$ cat config.mk
export PLATFORM = sky130hd
export DESIGN_NAME = seq_mult_ctrl
export DESIGN_NICKNAME = d
export VERILOG_FILES = /design/src/rtl/mult_pkg.sv /design/src/rtl/shift_add_dp.sv /design/src/rtl/seq_mult_ctrl.sv
export SDC_FILE = /design/constraint.sdc
export NUM_CORES = 1
export LEC_CHECK = 0
export BUFFER_PORTS_ARGS = -buffer_cell sky130_fd_sc_hd__buf_2
export CORE_MARGIN = 5
export CORE_UTILIZATION = 57
export DETAILED_ROUTE_END_ITERATION = 7
export MAX_ROUTING_LAYER = met4
export PLACE_DENSITY = 0.82
export SETUP_SLACK_MARGIN = 0.4
export SLEW_MARGIN = 40
export SYNTH_ARGS = -nofsm -noshare
export SYNTH_HDL_FRONTEND = slang
export SYNTH_SLANG_ARGS = --single-unit
$ cat constraint.sdc
create_clock -name clk -period 2.6 [get_ports clk]
set_input_delay 0 -clock clk [delete_from_list [all_inputs] [get_ports clk]]
set_output_delay 0 -clock clk [all_outputs]
set_load 0.01 [all_outputs]
$ cat src/rtl/mult_pkg.sv
`default_nettype none
// ============================================================================
//  Module      : mult_pkg
//  Description : Shared definitions for the sequential shift-add multiplier.
//                Provides the controller state encoding and the default
//                operand width used by both the controller and the datapath.
//  Revision    : 1.0 - initial release
// ============================================================================
package mult_pkg;

  // Default operand width in bits; products are twice this width.
  localparam int DEFAULT_WIDTH = 4;

  // Width of the encoded controller state.
  localparam int STATE_W = 2;

  // Controller states. The fourth encoding (2'b11) is unused and recovers
  // to IDLE in the next-state logic.
  typedef enum logic [STATE_W-1:0] {
    IDLE = 2'b00,
    RUN  = 2'b01,
    DONE = 2'b10
  } state_t;

  // Width of an iteration counter able to hold the values 0 .. width-1.
  function automatic int cnt_width(input int width);
    return (width > 1) ? $clog2(width) : 1;
  endfunction

endpackage : mult_pkg
`default_nettype wire

$ cat src/rtl/shift_add_dp.sv
`default_nettype none
// ============================================================================
//  Module      : shift_add_dp
//  Description : Shift-and-add datapath for the sequential multiplier.
//                Holds the multiplicand, multiplier and accumulator
//                registers. A load pulse captures new operands and clears
//                the accumulator; each step pulse performs one iteration:
//                conditionally add the multiplicand, then shift the
//                multiplicand left and the multiplier right.
//
//  Ports
//    clk      in   rising-edge clock
//    rst_n    in   synchronous active-low reset, clears all registers
//    load     in   capture a/b and clear the accumulator
//    step     in   perform one shift-add iteration
//    a        in   [WIDTH-1:0]   multiplicand, unsigned
//    b        in   [WIDTH-1:0]   multiplier, unsigned
//    acc_nxt  out  [2*WIDTH-1:0] accumulator value after the current step
//  Revision    : 1.0 - initial release
// ============================================================================
module shift_add_dp
  import mult_pkg::*;
#(
  parameter int WIDTH = DEFAULT_WIDTH
) (
  input  logic               clk,
  input  logic               rst_n,
  input  logic               load,
  input  logic               step,
  input  logic [WIDTH-1:0]   a,
  input  logic [WIDTH-1:0]   b,
  output logic [2*WIDTH-1:0] acc_nxt
);

  localparam int PW = 2 * WIDTH;

  // Multiplicand is kept at full product width so left shifts never lose
  // bits across the WIDTH iterations.
  logic [PW-1:0]    r_mcand;
  logic [WIDTH-1:0] r_mplier;
  logic [PW-1:0]    r_acc;

  logic [PW-1:0]    w_addend;
  logic [PW-1:0]    w_acc_sum;

  // Partial product for this iteration: multiplicand or zero, chosen by
  // the current multiplier LSB.
  assign w_addend  = r_mplier[0] ? r_mcand : {PW{1'b0}};
  // Sum cannot overflow PW bits: the largest accumulated value is
  // (2^WIDTH-1)^2 < 2^PW.
  assign w_acc_sum = r_acc + w_addend;
  assign acc_nxt   = w_acc_sum;

  always_ff @(posedge clk) begin
    if (!rst_n) begin
      r_mcand  <= {PW{1'b0}};
      r_mplier <= {WIDTH{1'b0}};
      r_acc    <= {PW{1'b0}};
    end else if (load) begin
      r_mcand  <= {{WIDTH{1'b0}}, a};
      r_mplier <= b;
      r_acc    <= {PW{1'b0}};
    end else if (step) begin
      r_acc    <= w_acc_sum;
      r_mcand  <= r_mcand << 1;
      r_mplier <= r_mplier >> 1;
    end
  end

endmodule : shift_add_dp
`default_nettype wire

$ cat src/rtl/seq_mult_ctrl.sv
`default_nettype none
// ============================================================================
//  Module      : seq_mult_ctrl
//  Description : Sequential unsigned multiplier, controller and top level.
//                A three-state FSM (IDLE/RUN/DONE) sequences the
//                shift_add_dp datapath through exactly WIDTH iterations,
//                then latches the result into the product register and
//                pulses done for one cycle. start is ignored while RUN;
//                a start seen in DONE begins the next operation
//                back-to-back.
//
//  Ports
//    clk      in   rising-edge clock
//    rst_n    in   synchronous active-low reset
//    start    in   request to multiply a by b
//    a        in   [WIDTH-1:0]   multiplicand, unsigned
//    b        in   [WIDTH-1:0]   multiplier, unsigned
//    busy     out  high while an operation is in progress (registered)
//    done     out  one-cycle pulse on a new product (registered)
//    product  out  [2*WIDTH-1:0] last completed a*b (registered)
//  Revision    : 1.0 - initial release
// ============================================================================
module seq_mult_ctrl
  import mult_pkg::*;
#(
  parameter int WIDTH = DEFAULT_WIDTH
) (
  input  logic               clk,
  input  logic               rst_n,
  input  logic               start,
  input  logic [WIDTH-1:0]   a,
  input  logic [WIDTH-1:0]   b,
  output logic               busy,
  output logic               done,
  output logic [2*WIDTH-1:0] product
);

  localparam int              CNT_W  = cnt_width(WIDTH);
  localparam logic [CNT_W-1:0] C_LAST = CNT_W'(WIDTH - 1);

  state_t             r_state;
  state_t             w_state_nxt;
  logic [CNT_W-1:0]   r_cnt;
  logic               w_load;
  logic               w_step;
  logic               w_last;
  logic [2*WIDTH-1:0] w_acc_nxt;

  logic               r_busy;
  logic               r_done;
  logic [2*WIDTH-1:0] r_product;

  // --------------------------------------------------------------------
  // Datapath
  // --------------------------------------------------------------------
  shift_add_dp #(
    .WIDTH   (WIDTH)
  ) u_dp (
    .clk     (clk),
    .rst_n   (rst_n),
    .load    (w_load),
    .step    (w_step),
    .a       (a),
    .b       (b),
    .acc_nxt (w_acc_nxt)
  );

  // Final iteration: the counter holds the index of the step being taken.
  assign w_last = (r_cnt == C_LAST);

  // --------------------------------------------------------------------
  // State register
  // --------------------------------------------------------------------
  always_ff @(posedge clk) begin
    if (!rst_n) begin
      r_state <= IDLE;
    end else begin
      r_state <= w_state_nxt;
    end
  end

  // --------------------------------------------------------------------
  // Next-state and datapath enables
  // --------------------------------------------------------------------
  always_comb begin
    w_state_nxt = r_state;
    w_load      = 1'b0;
    w_step      = 1'b0;
    case (r_state)
      IDLE: begin
        if (start) begin
          w_load      = 1'b1;
          w_state_nxt = RUN;
        end
      end
      RUN: begin
        // start is deliberately not looked at here.
        w_step = 1'b1;
        if (w_last) begin
          w_state_nxt = DONE;
        end
      end
      DONE: begin
        if (start) begin
          w_load      = 1'b1;
          w_state_nxt = RUN;
        end else begin
          w_state_nxt = IDLE;
        end
      end
      default: begin
        w_state_nxt = IDLE;
      end
    endcase
  end

  // --------------------------------------------------------------------
  // Iteration counter
  // --------------------------------------------------------------------
  always_ff @(posedge clk) begin
    if (!rst_n) begin
      r_cnt <= {CNT_W{1'b0}};
    end else if (w_load) begin
      r_cnt <= {CNT_W{1'b0}};
    end else if (w_step && !w_last) begin
      r_cnt <= r_cnt + 1'b1;
    end
  end

  // --------------------------------------------------------------------
  // Output registers
  // busy/done are decoded from the next state and registered, so they
  // line up exactly with RUN/DONE without any combinational path from
  // the inputs. product only changes on the final iteration edge, so a
  // reset mid-operation or a new start leaves it alone (reset clears it).
  // --------------------------------------------------------------------
  always_ff @(posedge clk) begin
    if (!rst_n) begin
      r_busy    <= 1'b0;
      r_done    <= 1'b0;
      r_product <= {(2*WIDTH){1'b0}};
    end else begin
      r_busy <= (w_state_nxt == RUN);
      r_done <= (w_state_nxt == DONE);
      if (w_step && w_last) begin
        r_product <= w_acc_nxt;
      end
    end
  end

  assign busy    = r_busy;
  assign done    = r_done;
  assign product = r_product;

endmodule : seq_mult_ctrl
`default_nettype wire

==> results.cfg, run 1 <==
[setup_path]
crit_path_max_fanout = 9
cp.required_ns = 2.82
ff2ff_path_depth = 8
reg2reg_to = u_dp.r_acc[6]$_SDFFE_PP0P_
cp-start-kind = flip-flop
critical_path_arrival_ns = 2.22
cp-endpoint = u_dp.r_acc[6]$_SDFFE_PP0P_
r2r-start = u_dp.r_mplier[0]$_SDFFE_PN0P_
worstSetupEndpointType = flip-flop
startpoint = u_dp.r_mplier[0]$_SDFFE_PN0P_
rrSetupSlack_ns = 0.60
crit_type = reg -> reg

[floorplan]
rows = 20
io_pins = 21
coreArea_um2 = 2978
die_h_um = 65.26
die-area_um2 = 4258
start_util_pct = 58.45
die_w_um = 65.26

[cells_and_area]
antenna_cells = 0
layout_common_cells = nand2_1 (40), dfxtp_1 (33), buf_2 (20), nor2_1 (12), a21oi_1 (12)
final_util_pct = 66.81
areaGrowthSynthToFinish_pct = 14.31
nNetsFinal = 249
final_common_cell = nand2_1
drive_gt1_share_pct = 20.00

[place]
gp_congestion = 0.9176
portBuffers = 20
dp_hpwl_um = 2514

[timing]
fin_crit_sh_pct = 76.79
period_minus_slack_ns = 1.997
setup_violations = 0
slew_viol_final = 0
hold_viol_final = 0
fin_setup_tns_ns = 0
rsz0062_at_grt = no
slew_headroom_pct = 56.48
fin_worst_skew_ns = 0.007928
max_freq_ghz = 0.5008
hold_ws_ns = 0.07748
worstMarginPinSlew_ns = 0.6529

[status]
outcome = finished, final reports clean

[logic_synthesis]
synth_top_family_by_area = simple AND/OR/NAND/NOR gates
synth_fa_ha_area_share_pct = 6.902
synthMuxAreaShare_pct = 0
async_flop_share_pct = 0
avgSynthCellArea_um2 = 8.659
synth_seq_area_share_pct = 39.11
synth_compound_area_share_pct = 22.29
synth_nets = 221
synth_top_area_cell = dfxtp_1
synth_area_um2 = 1740
synth_cells = 201
synthFlopType = dfxtp_1
yosysTopAreaCellShare_pct = 39.11
synth_edf_count = 0
synth-simple-area-share_pct = 24.80
synth_area_leaders = dfxtp_1 (39%), nand2_1 (8.6%), ha_1 (5.8%)
yosysWarnings = 0
synth-xor-area-share_pct = 1.510
ys_seq_elements = 34
yosys.cell_types.count = 42

[global_route]
track_usage_pct = 19.27
antenna_found_initial = 0
grt_pass1_vias = 1391
grt.overflow.total = 0
grt_pass1_wl_um = 6134
grt_max_degree = 23

[run]
cap_violations = 0

[power]
max-vdd-ir-drop_uv = 382.6
p_leak_nw = 0.8834
power_density_nw_per_um2 = 530.0

[drt]
routed_wl_um = 3599
ant_nets = 0
drc = 0
wire_per_inst_um = 13.68
num_vias = 1482
drtIter0Drc = 125
dr.pass1.iters = 4
via_per_inst = 5.635

[clock_tree]
cts_max_level = 2
clk_latency_ns = 0.34
clockBufferDepth = 2
cts_sinks = 34
clk_pin_slew_ns = 0.11
cts-root-buf = clkbuf_4
cts_tree = done
cts_buffers = 5

[min_path]
hold_class = in -> reg
## synthesized netlist by cell type (2+ instances only)
master / number
o211ai_1: 3
and2_1: 6
nand3_1: 11
nor3_2: 2
dfxtp_1: 34
o21a_1: 4
xnor2_1: 3
nand2b_1: 2
buf_2: 4
o211a_1: 4
a211oi_1: 3
nor2b_1: 4
o221ai_1: 3
inv_1: 6
o21ai_1: 2
a211oi_2: 2
and4_1: 2
a21oi_1: 12
nand2_1: 40
o211ai_2: 2
nor2_1: 12
buf_6: 3
o31ai_2: 2
a21boi_1: 4
or2_2: 2
nand4_1: 2
o21ai_0: 5
ha_1: 8
## report_power, final
part	internal [mW]	total, mW	leakage, nW	switching, mW
sequential	0.538	0.551	0.277	0.0125
combinational	0.0460	0.109	0.569	0.0631
clock	0.202	0.394	0.0374	0.193
total	0.786	1.05	0.883	0.268
## repair_timing
item,4_1_cts,5_1_grt
resized for setup,0,1
endpoints found under the hold margin,8,0
setup endpoints to repair,0,2
hold buffers,8,0
buffers inserted,0,0
## registers in the layout (all words and copies together) (netlist names)
signal / count
r_cnt: 2
busy: 1
r_state: 2
u_dp.r_acc: 8
product: 8
u_dp.r_mplier: 4
done: 1
u_dp.r_mcand: 8
## kinds of logic (layout without fill, tap and decap cells)
| logic type | count (synthesis) | count (layout) |
|---|---|---|
| AND/OR/NAND/NOR | 89 | 89 |
| AO/OA/AOI/OAI | 51 | 51 |
| flip-flops | 34 | 34 |
| buffers and inverters | 15 | 44 |
| adder cells (fa/ha/maj) | 9 | 9 |
| XOR/XNOR | 3 | 3 |
## critical path, cell delays in order (launching register included)
cell and delay, ns:
dfxtp_2 0.40, and2_1 0.14, ha_1 0.19, inv_1 0.06
fa_1 0.39, nor2b_1 0.23, o31ai_2 0.11, a211oi_2 0.25
o31ai_2 0.09
## layer usage
| metal | vias up | routed length (µm) | GRT usage, % |
|---|---|---|---|
| met3 | 6 | 182 | 4.957 |
| met5 | - | 0 | - |
| met2 | 36 | 1682 | 29.84 |
| met4 | 0 | 55 | 8.549 |
| met1 | 680 | 1679 | 23.70 |
| li1 | 760 | - | - |
## how the worst min path moves through the flow
| stage | start | endpoint | slack, ns | cells past startpoint |
|---|---|---|---|---|
| global route | rst_n | r_state[0]$_SDFF_PN0_ | 0.08 | 2 |
| finish | rst_n | r_state[0]$_SDFF_PN0_ | 0.08 | 2 |
| floorplan | a[0] | u_dp.r_mcand[0]$_SDFFE_PN0P_ | 0.13 | 2 |
| global placement | b[2] | u_dp.r_mplier[2]$_SDFFE_PN0P_ | 0.24 | 2 |
| detailed placement | b[2] | u_dp.r_mplier[2]$_SDFFE_PN0P_ | 0.24 | 2 |
| CTS | rst_n | r_state[0]$_SDFF_PN0_ | 0.06 | 2 |
## cell type report
type / count / area (µm²)
multi-input cells: 152 / 965.9
flip-flops and latches: 34 / 681.9
repair buffers: 30 / 195.2
clock buffers: 5 / 37.54
inverters: 6 / 22.52
well taps: 33 / 41.29
clock inverters: 3 / 45.04
fillers: 233 / 988.4
## stage by stage
step | setup WS (ns) | std cells | power (mW) | instance area [µm²]
5_1_grt | 0.4201 | 263 | 1.104 | 1989
6_report | 0.6034 | 263 | 1.054 | 1989
3_3_place_gp | 0.5649 | 247 | 0.6592 | 1826
3_5_place_dp | 0.5179 | 247 | 0.6601 | 1826
2_1_floorplan | 0.7053 | 201 | 0.6385 | 1740
4_1_cts | 0.5012 | 263 | 1.061 | 1988
Note: power is estimated with default switching activity, not from simulation.
==> run 2: changes to the inputs <==
- clock period: 2.6 -> 1.93 ns (I/O delays scaled with it)
==> results.cfg, run 2 (same netlist as run 1, synthesis figures left out) <==
[min_path]
holdPathEnd = u_dp.r_mplier[3]$_SDFFE_PN0P_
hp-start = start
hold_depth = 4
hold_class = in -> reg

[floorplan]
coreArea_um2 = 2978
die_h_um = 65.26
die-area_um2 = 4258
start_util_pct = 58.45
die_w_um = 65.26
rows = 20
io_pins = 21

[cells_and_area]
nNetsFinal = 261
final_common_cell = nand2_1
multi_input_area_um2 = 1189
antenna_cells = 0
areaGrowthSynthToFinish_pct = 31.49
drive_gt1_share_pct = 35.00
seqCellArea_um2 = 685.7
stdcell_area_um2 = 2288
fillCellCount = 173
layout_common_cells = nand2_1 (39), dfxtp_1 (32), buf_2 (20)

[clock_tree]
clk_pin_slew_ns = 0.10
cts_sinks = 34
clk_latency_ns = 0.34
cts_max_level = 2
cts_buffers = 5
cts_tree = done
clockBufferDepth = 2
cts-root-buf = clkbuf_4

[power]
power_density_nw_per_um2 = 582.1
p_leak_nw = 0.9335
max-vdd-ir-drop_uv = 443.7

[setup_path]
cp-start-kind = flip-flop
crit_type = reg -> reg
reg2reg_to = product[6]$_SDFFE_PN0P_
critical_path_arrival_ns = 2.03
rrSetupSlack_ns = 0.13
cp.required_ns = 2.16
crit_path_max_fanout = 6
worstSetupEndpointType = flip-flop
ff2ff_path_depth = 8
r2r-start = u_dp.r_mplier[0]$_SDFFE_PN0P_

[place]
gp_congestion = 0.8659
placed_cell_area_um2 = 1867
portBuffers = 20
dp_hpwl_um = 2754

[timing]
slew_viol_final = 0
max_freq_ghz = 0.5550
setup_violations = 0
fin_setup_tns_ns = 0
period_minus_slack_ns = 1.802
worstMarginPinSlew_ns = 0.5126
fin_crit_sh_pct = 93.36
hold_ws_ns = 0.08698
rsz0062_at_grt = yes
hold_viol_final = 0
slew_headroom_pct = 65.75
fin_worst_skew_ns = 0.01127

[drt]
wire_per_inst_um = 17.14
num_vias = 1668
ant_nets = 0
drc = 0
dr.pass1.iters = 5
drtIter0Drc = 159
routed_wl_um = 4679
via_per_inst = 6.110

[global_route]
use_met2_pct = 40.46
track_usage_pct = 25.29
top_usage_layer = met2
grt_use_met1_pct = 31.55
grt.overflow.total = 0
grt_use_met3_pct = 4.786
grt_pass1_vias = 1627
antenna_found_initial = 0
grt_max_degree = 14
grt_pass1_wl_um = 7976

[run]
cap_violations = 0

[status]
outcome = finished, final reports clean
## run 2: cell count changes in the layout (fill, tap and decap cells not counted), sizes merged
cell	before	now
buf	22	33
dlygate4sd3	8	9
clkbuf	5	6
bufinv	1	0
clkinvlp	2	0
## run 2: per-layer routing
metal | up-vias | wire length, µm
met2 | 78 | 2368
met5 | - | 0
met4 | 0 | 105
met1 | 793 | 1916
li1 | 786 | -
met3 | 11 | 289
## run 2: critical path, stage by stage, from the launching register on
cell	delay [ns]
dfxtp_4	0.39
and2_4	0.16
ha_4	0.13
inv_2	0.04
fa_2	0.37
nor2b_4	0.16
o31ai_2	0.09
a211oi_2	0.25
o21ai_1	0.11
## run 2: area by class of cell
| cell class | count | share of cell area (%) |
|---|---|---|
| multi-input cells | 152 | 51.94 |
| flip-flops and latches | 34 | 29.96 |
| repair buffers | 42 | 13.07 |
| clock buffers | 6 | 2.242 |
| well taps | 33 | 1.804 |
| inverters | 6 | 0.9841 |
## run 2: worst max path at each step
| stage | from | end | cells after the start |
|---|---|---|---|
| 2_1_floorplan | u_dp.r_mplier[0]$_SDFFE_PN0P_ | product[6]$_SDFFE_PN0P_ | 8 |
| 3_3_place_gp | u_dp.r_mplier[0]$_SDFFE_PN0P_ | product[6]$_SDFFE_PN0P_ | 8 |
| 3_5_place_dp | u_dp.r_mplier[0]$_SDFFE_PN0P_ | product[6]$_SDFFE_PN0P_ | 8 |
| 4_1_cts | u_dp.r_mplier[0]$_SDFFE_PN0P_ | product[6]$_SDFFE_PN0P_ | 8 |
| 5_1_grt | u_dp.r_mplier[0]$_SDFFE_PN0P_ | product[6]$_SDFFE_PN0P_ | 8 |
| 6_report | u_dp.r_mplier[0]$_SDFFE_PN0P_ | product[6]$_SDFFE_PN0P_ | 8 |
## run 2: timing repair
action | in CTS | in global routing
hold buffers | 9 | 0
resized for setup | 30 | 10
setup buffers | 6 | 2
pin swaps | 16 | 13
endpoints found under the hold margin | 11 | 0
setup endpoints to repair | 13 | 14
## run 2: where the power goes
part / internal, mW / switching (mW) / total, mW
Sequential: 0.725 / 0.0199 / 0.745
Combinational: 0.0896 / 0.106 / 0.195
Clock: 0.164 / 0.228 / 0.392
## run 2: through the flow
stage	instances	total power, mW	worst slack, ns	utilization (%)
2_1_floorplan	201	0.8623	0.1593	-
3_3_place_gp	250	0.8970	0.09888	62.69
3_5_place_dp	250	0.8997	0.01330	62.69
4_1_cts	271	1.316	0.1658	75.04
5_1_grt	273	1.407	0.05989	76.85
6_report	273	1.332	0.1281	76.85
